`src/rtl/alarm_pkg.sv`:
```
// Shared definitions for the alarm sequencing controller:
// state encoding, time field widths and song select width.
package alarm_pkg;

    localparam int HOUR_W = 5;
    localparam int MIN_W  = 6;
    localparam int SEC_W  = 6;
    localparam int SEL_W  = 2;

    typedef enum logic [1:0] {
        IDLE    = 2'd0,
        RINGING = 2'd1,
        SNOOZED = 2'd2
    } state_t;

endpackage

```
`src/rtl/alarm_match.sv`:
```
// Combinational alarm-time comparator producing the one-cycle trigger.
// Ports: i_tick, i_en, i_cur_hour/min/sec, i_alm_hour/min -> o_trig.
module alarm_match
    import alarm_pkg::*;
(
    input  logic              i_tick,
    input  logic              i_en,
    input  logic [HOUR_W-1:0] i_cur_hour,
    input  logic [MIN_W-1:0]  i_cur_min,
    input  logic [SEC_W-1:0]  i_cur_sec,
    input  logic [HOUR_W-1:0] i_alm_hour,
    input  logic [MIN_W-1:0]  i_alm_min,
    output logic              o_trig
);

    // Only second zero qualifies, so a matching minute fires once.
    assign o_trig = i_tick & i_en
                  & (i_cur_hour == i_alm_hour)
                  & (i_cur_min  == i_alm_min)
                  & (i_cur_sec  == '0);

endmodule

```
`src/rtl/alarm_ctrl.sv`:
```
// Alarm sequencing FSM: ring, stop, bounded snooze, ring timeout.
// Ports: clk, rst, tick_1hz, time/alarm fields, alarm_en, stop_btn,
// snooze_btn, sel_in -> alarm, sel, state, snoozes_left (all registered).
module alarm_ctrl
    import alarm_pkg::*;
#(
    parameter  int SNOOZE_S       = 540,
    parameter  int RING_TIMEOUT_S = 300,
    parameter  int MAX_SNOOZE     = 3,
    localparam int SL_W = (MAX_SNOOZE > 0) ? $clog2(MAX_SNOOZE + 1) : 1
)(
    input  logic              clk,
    input  logic              rst,
    input  logic              tick_1hz,
    input  logic [HOUR_W-1:0] cur_hour,
    input  logic [MIN_W-1:0]  cur_min,
    input  logic [SEC_W-1:0]  cur_sec,
    input  logic [HOUR_W-1:0] alm_hour,
    input  logic [MIN_W-1:0]  alm_min,
    input  logic              alarm_en,
    input  logic              stop_btn,
    input  logic              snooze_btn,
    input  logic [SEL_W-1:0]  sel_in,
    output logic              alarm,
    output logic [SEL_W-1:0]  sel,
    output logic [1:0]        state,
    output logic [SL_W-1:0]   snoozes_left
);

    localparam int RC_W = (RING_TIMEOUT_S > 1) ? $clog2(RING_TIMEOUT_S) : 1;
    localparam int SC_W = $clog2(SNOOZE_S + 1);

    localparam logic [RC_W-1:0] RING_LAST  = RC_W'(RING_TIMEOUT_S - 1);
    localparam logic [SC_W-1:0] SNZ_LOAD   = SC_W'(SNOOZE_S);
    localparam logic [SC_W-1:0] SNZ_LAST   = SC_W'(1);
    localparam logic [SL_W-1:0] LEFT_INIT  = SL_W'(MAX_SNOOZE);

    state_t            r_state,      w_state_nxt;
    logic [RC_W-1:0]   r_ring_cnt,   w_ring_nxt;
    logic [SC_W-1:0]   r_snooze_cnt, w_snooze_nxt;
    logic [SL_W-1:0]   r_left,       w_left_nxt;
    logic [SEL_W-1:0]  r_sel,        w_sel_nxt;
    logic              r_alarm;
    logic              w_trig;
    logic              w_abort;

    alarm_match u_match (
        .i_tick     (tick_1hz),
        .i_en       (alarm_en),
        .i_cur_hour (cur_hour),
        .i_cur_min  (cur_min),
        .i_cur_sec  (cur_sec),
        .i_alm_hour (alm_hour),
        .i_alm_min  (alm_min),
        .o_trig     (w_trig)
    );

    assign w_abort = stop_btn | ~alarm_en;

    always_comb begin
        w_state_nxt  = r_state;
        w_ring_nxt   = r_ring_cnt;
        w_snooze_nxt = r_snooze_cnt;
        w_left_nxt   = r_left;
        w_sel_nxt    = r_sel;
        case (r_state)
            IDLE: begin
                if (w_trig) begin
                    w_state_nxt = RINGING;
                    w_ring_nxt  = '0;
                    w_left_nxt  = LEFT_INIT;
                    w_sel_nxt   = sel_in;
                end
            end
            RINGING: begin
                // Stop/enable-drop beats snooze, which beats timeout.
                if (w_abort) begin
                    w_state_nxt = IDLE;
                end else if (snooze_btn && (r_left != '0)) begin
                    w_state_nxt  = SNOOZED;
                    w_snooze_nxt = SNZ_LOAD;
                    w_left_nxt   = r_left - 1'b1;
                end else if (tick_1hz) begin
                    if (r_ring_cnt == RING_LAST) begin
                        w_state_nxt = IDLE;
                    end else begin
                        w_ring_nxt = r_ring_cnt + 1'b1;
                    end
                end
            end
            SNOOZED: begin
                if (w_abort) begin
                    w_state_nxt = IDLE;
                end else if (tick_1hz) begin
                    if (r_snooze_cnt == SNZ_LAST) begin
                        w_state_nxt = RINGING;
                        w_ring_nxt  = '0;
                        w_sel_nxt   = sel_in;
                    end else begin
                        w_snooze_nxt = r_snooze_cnt - 1'b1;
                    end
                end
            end
            default: begin
                w_state_nxt = IDLE;
            end
        endcase
    end

    always_ff @(posedge clk or posedge rst) begin
        if (rst) begin
            r_state      <= IDLE;
            r_ring_cnt   <= '0;
            r_snooze_cnt <= '0;
            r_left       <= '0;
            r_sel        <= '0;
            r_alarm      <= 1'b0;
        end else begin
            r_state      <= w_state_nxt;
            r_ring_cnt   <= w_ring_nxt;
            r_snooze_cnt <= w_snooze_nxt;
            r_left       <= w_left_nxt;
            r_sel        <= w_sel_nxt;
            r_alarm      <= (w_state_nxt == RINGING);
        end
    end

    assign alarm        = r_alarm;
    assign sel          = r_sel;
    assign state        = r_state;
    assign snoozes_left = r_left;

endmodule

```
`config.mk`:
```
export PLATFORM = sky130hd
export DESIGN_NAME = alarm_ctrl
export DESIGN_NICKNAME = d
export VERILOG_FILES = /design/src/rtl/alarm_pkg.sv /design/src/rtl/alarm_match.sv /design/src/rtl/alarm_ctrl.sv
export SDC_FILE = /design/constraint.sdc
export NUM_CORES = 1
export LEC_CHECK = 0
export CAP_MARGIN = 20
export CORE_MARGIN = 1.5
export CORE_UTILIZATION = 49
export CTS_BUF_LIST = sky130_fd_sc_hd__clkbuf_2 sky130_fd_sc_hd__clkbuf_4 sky130_fd_sc_hd__clkbuf_8
export DETAILED_ROUTE_END_ITERATION = 10
export PLACE_DENSITY = 0.81
export SLEW_MARGIN = 15
export SYNTH_ARGS = -nofsm -noshare
export SYNTH_HDL_FRONTEND = slang
export SYNTH_SLANG_ARGS = --single-unit
```
`constraint.sdc`:
```
create_clock -name clk -period 2.4 [get_ports clk]
set_clock_uncertainty 0.05 [all_clocks]
set_input_delay 0.48 -clock clk [delete_from_list [all_inputs] [get_ports clk]]
set_output_delay 0.48 -clock clk [all_outputs]
set_load 0.01 [all_outputs]
```
; ---- Yosys cells after proc, flatten, opt, wreduce, memory -nomap -nowiden
; Index checks and enable logic that the tools add are counted.
[totals]
regBits = 26
input_bits = 36
elab_cells = 77
[op_classes]
add_sub_neg = 3
eq_ne = 17
muxes = 33
n_bitwise = 6
reduce_logical = 12
[ops]
columns = operator, count
row1 = 9-bit two-way mux, 8
row2 = 10-bit two-way mux, 5
row3 = 2-bit two-way mux, 15
row4 = 9-bit case mux with 3 select lines, 1
row5 = 10-bit case mux with 2 select lines, 1
row6 = "2-bit inequality test, second input constant", 9
row7 = "10-bit by 1-bit equality test with 1-bit output, second input constant", 1
row8 = "10-bit by 1-bit subtractor with 10-bit output, second input constant", 1
row9 = "9-bit by 1-bit adder with 9-bit output, second input constant", 1
row10 = "9-bit equality test, second input constant", 1
row11 = 9-bit AND reduction, 1
row12 = 2-bit case mux with 2 select lines, 2
row13 = 2-bit nonzero test, 4
row14 = 6-bit equality test, 1
row15 = 6-bit logical NOT, 1
row16 = 2-bit case mux with 3 select lines, 1
row17 = 6-bit AND reduction, 1
row18 = 5-bit equality test, 1
row19 = 5-bit AND reduction, 1
row20 = 1-bit AND, 4
row21 = "2-bit by 1-bit equality test with 1-bit output, second input constant", 2
row22 = 4-bit AND reduction, 1
row23 = 3-bit nonzero test, 1
row24 = "2-bit equality test, second input constant", 1
row25 = other kinds (6), 6

; ---- Longest topological paths before layout
[logic_depth]
word_depth = 7
ltp_mapped = 9
depth_no_buf = 8

; ---- Modules after synthesis
; Synthesis repeated with hierarchy kept, for this count alone.
[unflattened]
cells_unflattened = 174
area_unflattened_um2 = 1681.6
[modules_own_cells]
columns = module, instances, cells_per_inst, area_each_um2, seq_area_each_um2
row1 = alarm_ctrl, 1, 156, 1532.7, 650.6
row2 = alarm_match, 1, 18, 148.9, 0.0

; ---- Worst setup path before layout
; Ideal clock, no wire load.
[synth_path]
path_kind = in2reg
from = in cur_sec[0]
to = reg r_sel[0], in the netlist sel[0]
setup_time_ps = 125
t_arrival_ps = 1786
t_required_ps = 2225
setup_slack_ps = 439
stages = 6
n_path_buf = 0
cell_sequence = nor4_1 > nand4_1 > nor4_2 > a21oi_1 > nor2_1 > mux2_2
[synth_via]
elab_chain_len = 4
[synth_lines]
columns = item, line
row1 = from (decl), alarm_ctrl.sv:17  ; input logic [SEC_W-1:0] cur_sec,
row2 = 6-bit logical NOT, alarm_match.sv:20  ; & (i_cur_sec == '0);
row3 = 1-bit AND, alarm_match.sv:20
row4 = 2-bit by 1-bit inequality test with 1-bit output (no line), n/a
row5 = 5-bit AND reduction (no line), n/a
row6 = to (signal assigned), alarm_ctrl.sv:123  ; r_sel <= w_sel_nxt;
row7 = to (decl), alarm_ctrl.sv:42  ; logic [SEL_W-1:0] r_sel, w_sel_nxt;
; No other way between the ends.
; A chain may end at the register's enable or synchronous reset.

; ---- Worst setup path after layout
[layout_path]
from = in alarm_en
to = reg r_sel[1], in the netlist sel[1]
[layout_via]
elab_chain_len = 6
[layout_lines]
columns = item, line
row1 = from (decl), alarm_ctrl.sv:20  ; input logic alarm_en,
row2 = 1-bit AND, alarm_match.sv:17  ; assign o_trig = i_tick & i_en
row3 = 1-bit AND, alarm_match.sv:18  ; & (i_cur_hour == i_alm_hour)
row4 = 1-bit AND, alarm_match.sv:19  ; & (i_cur_min == i_alm_min)
row5 = 1-bit AND, alarm_match.sv:20
row6 = 2-bit by 1-bit inequality test with 1-bit output (no line), n/a
row7 = 5-bit AND reduction (no line) *, n/a
; Mark *: on every way between the ends. The rest lies on a longest branch, timed or not.

==> results.py <==
metrics = {
    "cts": {
        "htreeDepth": 1,
        "numCtsBuffers": 3,
        "cts_tree": "done",
        "clk_pin_slew_worst_paths_ps": 140,
        "postCtsHoldBufs": 0,
        "root_buffer": "clkbuf_4",
        "clock_latency_ps": 330,
        "max-clock-path-buffers": 2,
        "clock_sinks": 26,
    },
    "status": {
        "outcome": "finished, final reports clean",
    },
    "logic_synthesis": {
        "synthMostInstantiatedCell": "dfrtp_1",
        "synth_nets": 208,
        "netlist_area_sq_mm": 0.00154,
        "synth_edf_count": 0,
        "ys_seq_elements": 26,
        "synth_ff_type": "dfrtp_1",
        "ys_types": 36,
        "syn_inst": 168,
        "synth_seq_area_share_pct": 42.2,
        "synth_top_cell_area_share_pct": 42.2,
        "synth_top_cell_by_area": "dfrtp_1",
        "ys_top_cells_by_count": "dfrtp_1, nor2_1, nand2_1, xnor2_1, o21ai_0",
        "syn_area_per_cell_sq_um": 9.17,
        "synth_async_sr_flop_share_pct": 100,
        "yosys_warnings": 0,
        "synth.area.top_cells": "dfrtp_1, xnor2_1, nor2_1",
    },
    "sta": {
        "setup_viol": 0,
        "drv_slew": 0,
        "finalCriticalPeriod_ps": 2230,
        "worst_pin_slew_ps": 771,
        "timing.slew.headroom_pct": 48.2,
        "rsz0062_at_grt": "no",
        "period_share_pct": 92.7,
        "fin_worst_hold_slack_ps": 431,
        "max_freq_mhz": 449,
        "finalHoldViolations": 0,
    },
    "die": {
        "die_w_um": 59.1,
        "dieArea_sq_mm": 0.00349,
        "die_y_um": 59.1,
        "std_cell_rows": 20,
        "coreArea_sq_mm": 0.00303,
        "io-pin-count": 43,
        "start_util_pct": 50.9,
    },
    "worst_hold_path": {
        "worstHoldPathType": "in -> async",
    },
    "drt": {
        "drt-total-wl_um": 3540,
        "vias": 1456,
        "firstDrtPassIters": 4,
        "ant_nets": 0,
        "first_iter_violations": 73,
        "wl_per_cell_um": 13.4,
        "via_per_inst": 5.52,
        "drc": 0,
    },
    "placement": {
        "placed_cell_area_sq_mm": 0.00206,
        "dp_hpwl_um": 2840,
        "port_buffers": 42,
        "routabilityCongestion": 0.840,
    },
    "power_and_ir_drop": {
        "leakagePower_nw": 0.938,
        "total_power_w": 0.000769,
        "power_per_cell_area_mw_per_mm2": 365,
        "ir_drop_uv": 165,
    },
    "worst_setup_path": {
        "crit_fanout": 4,
        "required_ps": 2580,
        "end_kind": "register",
        "critPathKind": "in -> reg",
        "cp-start-kind": "primary input",
        "crit_arrival_ps": 2410,
    },
    "job": {
        "maxCapViolCount": 0,
    },
    "cells_and_area": {
        "syn_to_final_growth_pct": 36.9,
        "design_area_sq_mm": 0.00211,
        "antenna_cells": 0,
        "drive_gt1_share_pct": 9.09,
        "final_nets": 261,
    },
    "grt": {
        "overflow": 0,
        "grt_first_pass_wirelength_um": 6230,
        "grt_start_max_net_pins": 27,
        "grt_pass1_vias": 1464,
        "grtUsageTotal_pct": 23.2,
        "antenna_found_initial": 0,
    },
}
==> stage by stage <==
| step | setup TNS (ps) | util [%] | cells | worst slack (ps) |
|---|---|---|---|---|
| after CTS | 0 | 69.3 | 264 | 142 |
| after global placement | -445 | 68.1 | 260 | -145 |
| after global routing | 0 | 69.6 | 264 | 5.89 |
| after detailed placement | -741 | 68.1 | 260 | -217 |
| after floorplan | 0 | - | 168 | 439 |
| final | 0 | 69.6 | 264 | 174 |
==> kinds of logic (layout without fill, tap and decap cells) <==
group | after synthesis | in the layout | share of synthesized area (%)
and+or+nand+nor | 80 | 80 | 28.5
AOI/OAI and AO/OA | 27 | 27 | 10.3
DFF | 26 | 26 | 42.2
xor gates and xnor gates | 18 | 18 | 10.2
buffers and inverters | 9 | 61 | 2.52
adders and majority gates | 4 | 4 | 3.25
muxes | 4 | 4 | 2.92
==> power by group <==
group / switching (W) / internal [W] / leakage (nW)
logic: 0.0000333 / 0.0000699 / 0.570
clock network: 0.000135 / 0.0000930 / 0.0210
registers: 0.0000000153 / 0.000438 / 0.348
==> repair_timing <==
action | CTS | global route
resized for setup | 0 | 1
setup buffers | 0 | 0
endpoints found under the setup margin | 0 | 2
==> path summary, 6_finish.rpt <==
check | startpoint | end | slack (ps) | depth (start not counted)
setup / recovery | alarm_en | sel[1] | 170 | 7
hold / removal | rst | r_snooze_cnt[9] | 430 | 3
setup reg to reg | r_snooze_cnt[1] | r_ring_cnt[0] | 320 | 8
hold reg to reg | sel[1] | sel[1] | 480 | 1
max in group asynchronous | rst | r_ring_cnt[2] | 1620 | 3
min in group clk | sel[1] | sel[1] | 480 | 1
==> final cells by class <==
type,instances,area [sq um]
fillers,246,920
multi-input cells,133,860
flip-flops and latches,26,651
repair buffers,50,480
well taps,44,55.1
clock buffers,4,36.3
inverters,7,26.3
==> flip-flops by register name, indices dropped and copies added, names as in the netlist <==
signal	flops
snoozes_left	2
state	2
sel	2
r_snooze_cnt	10
alarm	1
r_ring_cnt	9
==> layout by cell type, fill, tap and decap left out, drive strengths merged, types with 7 or more instances in the layout <==
cell           instances
clkdlybuf4s50         42
buf                    8
nor2                  21
nand2                 15
xnor2                 15
o21ai                 11
a21oi                 10
nand3                  9
inv                    7
dfrtp                 26
==> metal layers <==
metal / vias to the layer above / GRT usage [%] / wire (um)
met4: 0 / 6.82 / 55
met2: 56 / 42.1 / 1800
met3: 5 / 1.97 / 234
li1: 706 / - / -
met5: - / 0 / 0
met1: 689 / 29.2 / 1450
==> worst max-delay path, cell delays in order <==
cell and delay [ps]:
clkdlybuf4s50_1 520, and4bb_2 260, nand4_1 150, nor4_4 340
a21oi_1 110, nor2_1 190, mux2_2 360
(Power assumes the default switching activity.)
